### config.mk
export PLATFORM = sky130hd
export DESIGN_NAME = bcd2bin4
export DESIGN_NICKNAME = d
export VERILOG_FILES = /design/src/rtl/bcd2bin4.sv
export SDC_FILE = /design/constraint.sdc
export NUM_CORES = 1
export LEC_CHECK = 0
export ABC_AREA = 1
export CAP_MARGIN = 20
export CORE_MARGIN = 4
export CORE_UTILIZATION = 55
export CTS_BUF_LIST = sky130_fd_sc_hd__clkbuf_4 sky130_fd_sc_hd__clkbuf_8
export CTS_CLUSTER_DIAMETER = 60
export DETAILED_ROUTE_END_ITERATION = 7
export PLACE_DENSITY = 0.8
export SYNTH_ARGS = -nofsm -noshare
export SYNTH_HDL_FRONTEND = slang
export SYNTH_SLANG_ARGS = --single-unit
### constraint.sdc
create_clock -name i_clk -period 1.7 [get_ports i_clk]
set_input_delay 0.34 -clock i_clk [delete_from_list [all_inputs] [get_ports i_clk]]
set_output_delay 0.34 -clock i_clk [all_outputs]
set_load 0.005 [all_outputs]
### src/rtl/bcd2bin4.sv
`default_nettype none
// ============================================================================
//  Module   : bcd2bin4
//  Purpose  : Sequential 4-digit BCD to 14-bit binary converter. It uses
//             reverse double dabble, one shift/correct step per clock, with
//             a start/idle/done handshake.
//  Options  : BCD2BIN_ERR_EN - when defined, digits > 9 are flagged on start.
//             Conversion is then skipped, o_bin=0 and o_err=1.
//  Revision : 1.0 - initial release
// ============================================================================
module bcd2bin4 #(
  parameter int WIDTH = 14
) (
  input  logic             i_clk,
  input  logic             i_rst,
  input  logic             i_start,
  input  logic [3:0]       i_bcd3,
  input  logic [3:0]       i_bcd2,
  input  logic [3:0]       i_bcd1,
  input  logic [3:0]       i_bcd0,
  output logic [WIDTH-1:0] o_bin,
  output logic             o_idle,
  output logic             o_done,
  output logic             o_err
);

  // Four decimal digits need exactly 14 result bits and 14 shift steps.
  generate
    if (WIDTH != 14) begin : g_bad_width
      $error("bcd2bin4: WIDTH must be 14");
    end
  endgenerate

  localparam int C_NW = $clog2(WIDTH + 1);

  typedef enum logic [1:0] {
    S_IDLE = 2'd0,
    S_CONV = 2'd1,
    S_DONE = 2'd2
  } state_t;

  state_t            r_state;
  state_t            w_state_next;
  logic [15:0]       r_bcd;
  logic [15:0]       w_bcd_step;
  logic [WIDTH-1:0]  r_bin;
  logic [WIDTH-1:0]  w_bin_step;
  logic [C_NW-1:0]   r_n;
  logic [WIDTH-1:0]  r_bin_out;
  logic              w_bad_digit;

`ifdef BCD2BIN_ERR_EN
  logic              r_err;

  // Any digit outside 0..9 makes the captured value meaningless.
  always_comb begin
    w_bad_digit = (i_bcd3 > 4'd9) || (i_bcd2 > 4'd9) ||
                  (i_bcd1 > 4'd9) || (i_bcd0 > 4'd9);
  end

  assign o_err = r_err;
`else
  assign w_bad_digit = 1'b0;
  assign o_err       = 1'b0;
`endif

  assign o_bin = r_bin_out;

  // One reverse-double-dabble step: shift right, then correct nibbles >= 8 by -3.
  always_comb begin
    w_bcd_step = {1'b0, r_bcd[15:1]};
    w_bin_step = {r_bcd[0], r_bin[WIDTH-1:1]};
    for (int i = 0; i < 4; i++) begin
      if (w_bcd_step[4*i +: 4] >= 4'd8) begin
        w_bcd_step[4*i +: 4] = w_bcd_step[4*i +: 4] - 4'd3;
      end
    end
  end

  // State register.
  always_ff @(posedge i_clk or posedge i_rst) begin
    if (i_rst) begin
      r_state <= S_IDLE;
    end else begin
      r_state <= w_state_next;
    end
  end

  // Next-state logic and handshake outputs.
  always_comb begin
    w_state_next = r_state;
    o_idle       = 1'b0;
    o_done       = 1'b0;
    case (r_state)
      S_IDLE: begin
        o_idle = 1'b1;
        if (i_start) begin
          w_state_next = w_bad_digit ? S_DONE : S_CONV;
        end
      end
      S_CONV: begin
        if (r_n == C_NW'(1)) begin
          w_state_next = S_DONE;
        end
      end
      S_DONE: begin
        o_done       = 1'b1;
        w_state_next = S_IDLE;
      end
      default: begin
        w_state_next = S_IDLE;
      end
    endcase
  end

  // Datapath: capture digits on start, step while converting, and publish the
  // result on the final step so it is valid for the whole DONE cycle.
  always_ff @(posedge i_clk or posedge i_rst) begin
    if (i_rst) begin
      r_bcd     <= '0;
      r_bin     <= '0;
      r_n       <= '0;
      r_bin_out <= '0;
`ifdef BCD2BIN_ERR_EN
      r_err     <= 1'b0;
`endif
    end else begin
      case (r_state)
        S_IDLE: begin
          if (i_start) begin
            r_bcd <= {i_bcd3, i_bcd2, i_bcd1, i_bcd0};
            r_bin <= '0;
            r_n   <= C_NW'(WIDTH);
`ifdef BCD2BIN_ERR_EN
            r_err <= w_bad_digit;
            if (w_bad_digit) begin
              r_bin_out <= '0;
            end
`endif
          end
        end
        S_CONV: begin
          r_bcd <= w_bcd_step;
          r_bin <= w_bin_step;
          r_n   <= r_n - C_NW'(1);
          if (r_n == C_NW'(1)) begin
            r_bin_out <= w_bin_step;
          end
        end
        default: begin
        end
      endcase
    end
  end

endmodule
`default_nettype wire

==> results of run 1 <==
-- cells in the mapped netlist --
| cell | n |
|---|---|
| nand2_1 | 78 |
| dfrtp_1 | 49 |
| inv_1 | 40 |
| nand3_1 | 27 |
| o22ai_1 | 13 |
| o21ai_1 | 12 |
| nor2_1 | 10 |
| o21ai_0 | 9 |
| ha_1 | 8 |
| clkbuf_1 | 4 |
| a21oi_1 | 3 |
| buf_2 | 3 |
| nand3b_1 | 3 |
| inv_2 | 2 |
| a22oi_1 | 1 |
| a31oi_1 | 1 |
| buf_1 | 1 |
| buf_4 | 1 |
| buf_6 | 1 |
| clkinv_1 | 1 |
| conb_1 | 1 |
| nand2_2 | 1 |
| nor2_4 | 1 |
| nor3_1 | 1 |
-- registers in the layout, summed over array words and instances (netlist names) --
name / count
r_state: 2
r_n: 4
r_bin: 13
o_bin: 14
r_bcd: 16
-- per-stage QoR --
| stage | instance area (µm²) | utilization, % | hold WS, ns |
|---|---|---|---|
| floorplan | 2270 | - | 0.4492 |
| global placement | 2733 | 68.31 | 0.4624 |
| detailed placement | 2733 | 68.31 | 0.4659 |
| CTS | 2863 | 71.57 | 0.3585 |
| global route | 2863 | 71.57 | 0.3854 |
| finish | 2863 | 71.57 | 0.3490 |
-- final cells by class --
| type | instances | area [µm²] | area share (%) |
|---|---|---|---|
| inverter | 43 | 161.4 | 5.638 |
| timing repair buffer | 46 | 465.4 | 16.26 |
| sequential | 49 | 1229 | 42.92 |
| clock buffer | 5 | 68.82 | 2.404 |
| tap | 50 | 62.56 | 2.185 |
| clock inverter | 3 | 46.29 | 1.617 |
| multi-input combinational | 169 | 829.5 | 28.98 |
-- per-layer routing --
metal | track usage [%] | vias to the layer above
li1 | - | 944
met1 | 25.32 | 894
met2 | 34.98 | 40
met3 | 3.740 | 6
met4 | 7.516 | 0
met5 | 0 | -
-- logic make-up after synthesis --
logic type,after synthesis
AO/OA/AOI/OAI,39
other,1
buffers and inverters,53
flip-flops,49
AND/OR/NAND/NOR,121
adder cells (fa/ha/maj),8
-- report_power, final --
group          internal [µW]  total [µW]  switching [µW]
sequential              1690        2000             317
combinational           1080        2390            1300
clock                    440         833             393
total                   3210        5220            2010
-- path summary, 6_finish.rpt --
path                         endpoint  cells after the start
max                            o_idle                      3
min reg2reg                 r_bcd[15]                      2
min                          o_bin[6]                      2
min in group i_clk          r_bcd[15]                      2
max in group asynchronous  r_state[1]                      3
max reg2reg                 r_bcd[11]                      9
-- worst max-delay path, stage by stage (launching register included) --
cell           delay, ns
dfrtp_2             0.43
buf_4               0.16
nor2_1              0.12
dlygate4sd2_1       0.27
-- repair_timing --
| item | in CTS | in global routing |
|---|---|---|
| endpoints found under the setup margin | 2 | 0 |
| buffers inserted | 2 | 0 |
| gates resized for setup | 4 | 0 |
==> results.json, run 1 <==
{
  "diodes": 0,
  "clk_pin_slew_worst_paths_ns": 0.09,
  "ys_seq_area_share_pct": 54.02,
  "synth-adder-area-share_pct": 4.410,
  "worst_setup_path_end_kind": "primary output",
  "period_minus_slack_ns": 1.629,
  "hold_path.class": "in2async",
  "viasPerCell": 5.162,
  "layout_commonest_cell": "nand2_1",
  "htreeDepth": 2,
  "clk_latency_ns": 0.30,
  "stdcell_count": 365,
  "io_buffers": 34,
  "clock.fmax_mhz": 613.7,
  "crit_path_start": "r_state[0]",
  "clk_path_buf_depth": 2,
  "final_cell_mix": "nand2_1, dfrtp_1, inv_1",
  "arrival_ns": 1.29,
  "ys_seq_elements": 49,
  "cts.sinks": 49,
  "synth_compound_area_share_pct": 9.482,
  "synth.top_cell.area_share_pct": 54.02,
  "yosysUniqueCellTypes": 24,
  "cts_tree": "built",
  "cp-start-kind": "register",
  "avgSynthCellArea_um2": 8.375,
  "power.total_uw": 5222,
  "globalplace.congestion": 0.9111,
  "wl_met3_um": 195,
  "grt_antenna_before_repair": 0,
  "outcome": "finished clean",
  "finalWirelength_um": 4727,
  "period_share_pct": 95.84,
  "synth.area.top_cells": "dfrtp_1, nand2_1, inv_1, nand3_1, ha_1",
  "via_count": 1884,
  "worst_slack_ns": 0.07064,
  "drt_iter0_drc": 153,
  "grt_pass1_vias": 1817,
  "p_leak_uw": 0.001459,
  "syn2layout_area_growth_pct": 26.13,
  "num_io_pins": 36,
  "dpl.cell_count": 355,
  "p_per_area_nw_per_um2": 1824,
  "grt_max_degree": 30,
  "synth_top_cell_by_area": "dfrtp_1",
  "r2r_start": "r_state[0]",
  "cts_hold_repair.buffers": 0,
  "synthCells": 271,
  "synthSimpleGateAreaFrac_pct": 22.49,
  "hold_violations": 0,
  "rsz0062_at_grt": "false",
  "top_layer": "met4",
  "hpwl_um": 3376,
  "rrSetupSlack_ns": 0.21,
  "peakVddDrop_v": 0.0008499,
  "critPathKind": "reg2out",
  "synthMuxAreaShare_pct": 0,
  "num_rows": 23,
  "synthesis.area_um2": 2270,
  "grt_first_pass_wirelength_um": 8128,
  "final_net_count": 341,
  "worstPathMaxFanout": 4,
  "dp_slack_ns": 0.1096,
  "ys.warnings.count": 0,
  "die_y_um": 72.24,
  "antenna_left": 0,
  "met2_length_um": 2345,
  "initial_core_util_pct": 56.74,
  "drc": 0,
  "fin_skew_ns": 0.01010,
  "nFillCells": 329,
  "grtUsageTotal_pct": 20.28,
  "drv_cap": 0,
  "setup-tns-final_ns": 0,
  "synth_xor_xnor_area_share_pct": 0,
  "crit_required_ns": 1.36,
  "slew_viol_final": 0,
  "drt_first_pass_iters": 4,
  "cts_made_buffers": 5,
  "die_area_um2": 5219,
  "wl_per_cell_um": 12.95,
  "die_w_um": 72.24,
  "finalSetupViolations": 0,
  "layout-drive-gt1-share_pct": 8.571,
  "synth_top_family_by_area": "simple AND/OR/NAND/NOR gates",
  "cts-root-buf": "clkbuf_8",
  "syn-num-nets": 298,
  "grt_overflow": 0,
  "wl_met1_um": 2114,
  "core-area_um2": 4000
}
Note: power is estimated with default switching activity, not from simulation.
==> run 2, diff against run 1 <==
- CORE_UTILIZATION: 55 -> 65
- DONT_BUFFER_PORTS: default -> 1
- PLACE_DENSITY: 0.8 -> 0.79
==> run 2 against run 1 <==
Effect of this change: hold slack lost 0.27 ns; first-iteration DRC count shrank 30%; cell area shrank 16%; die area shrank 14%; register-to-register slack gained 0.07 ns; clock-buffer cell count is the same; critical endpoint unchanged; sequential cell count is the same; non-clock buffer count shrank 37; worst setup slack gained 0.17 ns; critical path type unchanged.
==> results.json, run 2 (synthesis gave the netlist of run 1 again) <==
{
  "outcome": "finished clean",
  "drt_first_pass_iters": 4,
  "cts.sinks": 49,
  "finalSetupViolations": 0,
  "stdcell_count": 324,
  "hold_violations": 0,
  "clk_path_buf_depth": 2,
  "finalWirelength_um": 4143,
  "critPathMaxStageDelay_ns": 0.52,
  "antenna_left": 0,
  "drv_cap": 0,
  "arrival_ns": 1.12,
  "worst_slack_ns": 0.2386,
  "clk_latency_ns": 0.36,
  "globalplace.congestion": 0.8182,
  "setup-tns-final_ns": 0,
  "num_rows": 21,
  "holdWs_ns": 0.07472,
  "final_cell_area_um2": 2416,
  "viasPerCell": 5.272,
  "path_buf_inv": 0,
  "via_count": 1708,
  "peakVddDrop_v": 0.0009025,
  "die_area_um2": 4501,
  "die_y_um": 67.09,
  "critPathKind": "reg2out",
  "hpwl_um": 2945,
  "grt_antenna_before_repair": 0,
  "syn2layout_area_growth_pct": 6.450,
  "clock.fmax_mhz": 684.3,
  "p_leak_uw": 0.001277,
  "worstPathMaxFanout": 10,
  "final_cell_mix": "nand2_1, dfrtp_1, inv_1",
  "cts_hold_repair.buffers": 1,
  "drc": 0,
  "cts_made_buffers": 5,
  "core-area_um2": 3363,
  "slew_viol_final": 0,
  "rsz0062_at_grt": "false",
  "grtUsageTotal_pct": 21.09,
  "worst_setup_path_end_kind": "primary output",
  "dpl.cell_count": 315,
  "layout_commonest_cell": "nand2_1",
  "num_io_pins": 36,
  "postPlaceCellArea_um2": 2347,
  "die_w_um": 67.09,
  "period_minus_slack_ns": 1.461,
  "initial_core_util_pct": 67.49,
  "dp_slack_ns": 0.2859,
  "grt_first_pass_wirelength_um": 7051,
  "fin_skew_ns": 0.005574,
  "p_per_area_nw_per_um2": 1863,
  "final_net_count": 304,
  "layout-drive-gt1-share_pct": 7.554,
  "crit_required_ns": 1.36,
  "diodes": 0,
  "grt_max_degree": 50,
  "cts_tree": "built",
  "largest_reg_flops": 16,
  "cp_slowest_cell": "dfrtp_1",
  "io_buffers": 0,
  "cp-start-kind": "register",
  "post_cts_buffers": 0,
  "critPathTopFamily": "flip-flops",
  "drt_iter0_drc": 107,
  "post_cts_resized": 0,
  "htreeDepth": 2,
  "cts-root-buf": "clkbuf_4",
  "wl_per_cell_um": 12.79,
  "grt_overflow": 0,
  "crit_chain": "nor2_1",
  "clk_pin_slew_worst_paths_ns": 0.14,
  "regMostFlops": "r_bcd",
  "hold_path.class": "in2reg",
  "grt_pass1_vias": 1669,
  "period_share_pct": 85.97
}
## run 2: through the flow
stage	utilization, %	power [µW]
final	71.84	4500
after global routing	71.84	4946
after CTS	71.84	4543
after detailed placement	69.79	4000
after global placement	69.79	3906
after floorplan	-	3509
## run 2: worst paths after layout
kind,from,end,slack [ns],cells after the start
worst max register to register,r_state[0],r_bcd[10],0.28,5
max in group asynchronous,i_rst,r_bin[11],1.04,3
worst min register to register,r_bcd[15],r_bcd[15],0.50,2
worst min-delay path,i_bcd3[3],r_bcd[15],0.07,2
min in group asynchronous,i_rst,r_n[0],0.45,3
worst max-delay path,r_state[0],o_idle,0.24,1
## run 2: cell type report
| type | instances | area (µm²) |
|---|---|---|
| tap | 46 | 57.56 |
| multi-input combinational | 169 | 829.5 |
| clock buffer | 5 | 37.54 |
| clock inverter | 3 | 21.27 |
| fill | 272 | 947.2 |
| inverter | 43 | 161.4 |
| timing repair buffer | 9 | 82.58 |
| sequential | 49 | 1226 |
## run 2: report_power, final
part / switching (µW) / internal (µW)
Combinational: 1130 / 759
Clock: 379 / 164
Sequential: 384 / 1680
Total: 1900 / 2600
## run 2: per-layer routing
| layer | routed length [µm] | track usage, % | up-vias |
|---|---|---|---|
| met4 | 68 | 8.354 | 0 |
| li1 | - | - | 866 |
| met5 | 0 | 0 | - |
| met1 | 1803 | 24.81 | 801 |
| met3 | 250 | 4.890 | 7 |
| met2 | 2020 | 36.81 | 34 |
==> run 3, diff against run 2 <==
- PLACE_DENSITY: 0.79 -> 0.84
==> run 3 against run 2 <==
Effect of this change: utilization up 0.11 points; critical path depth up 1; final cell count up 0.62%; critical endpoint is now o_done; largest cell class unchanged; hold slack better by 0.019 ns.
==> results.json, run 3 (synthesis gave the netlist of run 1 again) <==
{
  "viasPerCell": 5.310,
  "via_count": 1731,
  "critPathKind": "reg2out",
  "hold_violations": 0,
  "die_area_um2": 4501,
  "slew_viol_final": 0,
  "met1_usage_pct": 28.21,
  "cts-root-buf": "clkbuf_4",
  "grt_first_pass_wirelength_um": 7527,
  "finalSetupViolations": 0,
  "cts.sinks": 49,
  "layout_commonest_cell": "nand2_1",
  "utilization_pct": 71.95,
  "grt_use_met3_pct": 5.902,
  "worst_setup_path_end_kind": "primary output",
  "grt_antenna_before_repair": 0,
  "outcome": "finished clean",
  "p_per_area_nw_per_um2": 1874,
  "htreeDepth": 2,
  "wl_per_cell_um": 12.99,
  "fin_skew_ns": 0.01466,
  "die_w_um": 67.09,
  "rsz0062_at_grt": "false",
  "drc": 0,
  "period_minus_slack_ns": 1.540,
  "core-area_um2": 3363,
  "io_buffers": 0,
  "clk_path_buf_depth": 2,
  "grt_overflow": 0,
  "globalplace.congestion": 0.8585,
  "peakVddDrop_v": 0.0009712,
  "setup-tns-final_ns": 0,
  "clock.fmax_mhz": 649.3,
  "grt_max_degree": 30,
  "crit_required_ns": 1.36,
  "clk_pin_slew_worst_paths_ns": 0.14,
  "grt_pass1_vias": 1691,
  "cp-start-kind": "register",
  "regMostFlops": "r_bcd",
  "num_rows": 21,
  "nFillCells": 293,
  "r2r_start": "r_state[0]",
  "layout-drive-gt1-share_pct": 8.214,
  "antenna_left": 0,
  "die_y_um": 67.09,
  "clk_latency_ns": 0.35,
  "cts_made_buffers": 5,
  "busiest_layer": "met2",
  "finalWirelength_um": 4236,
  "grtUsageTotal_pct": 22.02,
  "final_net_count": 306,
  "drt_iter0_drc": 71,
  "worstPathMaxFanout": 9,
  "num_io_pins": 36,
  "arrival_ns": 1.20,
  "largest_reg_flops": 16,
  "diodes": 0,
  "hold_path.class": "in2reg",
  "drv_cap": 0,
  "syn2layout_area_growth_pct": 6.615,
  "p_leak_uw": 0.001279,
  "hpwl_um": 3084,
  "grtUsageMet2_pct": 35.46,
  "min_from": "i_bcd2[0]",
  "period_share_pct": 90.59,
  "cts_tree": "built",
  "initial_core_util_pct": 67.49,
  "final_cell_mix": "nand2_1, dfrtp_1, inv_1",
  "crit_path_start": "r_state[0]",
  "drt_first_pass_iters": 4
}
## run 3: cell types whose count changed in the layout (fill, tap and decap cells not counted)
cell and change:
buf_4 +3, buf_12 -1, clkbuf_4 +1, clkinv_2 -1
clkinvlp_4 +1, inv_6 -1
## run 3: path summary, 6_finish.rpt
path	end	slack, ns	depth (start not counted)
setup / recovery	o_done	0.16	2
min in group asynchronous	r_n[3]	0.43	2
hold reg to reg	r_bcd[15]	0.50	2
hold / removal	r_bcd[8]	0.09	2
setup reg to reg	r_bcd[10]	0.30	5
max in group asynchronous	o_bin[10]	0.65	3
## run 3: per-layer routing
metal	wire [µm]	vias to the layer above
li1	-	871
met5	0	-
met3	298	6
met4	72	0
met2	1959	47
met1	1905	807
## run 3: area by class of cell
class / count / area, µm² / share of cell area [%]
Clock buffer: 6 / 45.04 / 1.861
Clock inverter: 2 / 15.01 / 0.6205
Inverter: 43 / 161.4 / 6.670
Multi-Input combinational cell: 169 / 829.5 / 34.28
Sequential cell: 49 / 1226 / 50.67
Tap cell: 46 / 57.56 / 2.378
Timing Repair Buffer: 11 / 85.08 / 3.516
## run 3: metrics by stage
step,cells,cell area [µm²],hold WS (ns),total power [µW],setup slack [ns]
global placement,317,2350,0.2460,3915,0.3646
CTS,326,2420,0.08328,4559,0.1545
global route,326,2420,0.09159,5004,0.06973
detailed placement,317,2350,0.2521,4027,0.3388
floorplan,271,2270,0.4492,3509,0.1872
finish,326,2420,0.09390,4534,0.1600
## run 3: critical path, cell delays in order, from the launching register on
cell and delay (ns):
dfrtp_1 0.48, buf_4 0.20, nor2_1 0.16
## run 3: power breakdown
part           internal [µW]  total (µW)  switching [µW]  leakage, µW
sequential              1680        2050             374     0.000627
combinational            771        1950            1170     0.000624
clock                    178         536             358    0.0000279
## run 3: repair_timing
| action | 4_1_cts | 5_1_grt |
|---|---|---|
| resized for setup | 0 | 0 |
| buffers inserted | 0 | 0 |
| setup endpoints to repair | 0 | 0 |
| endpoints found under the hold margin | 19 | 0 |
| hold buffers | 1 | 0 |
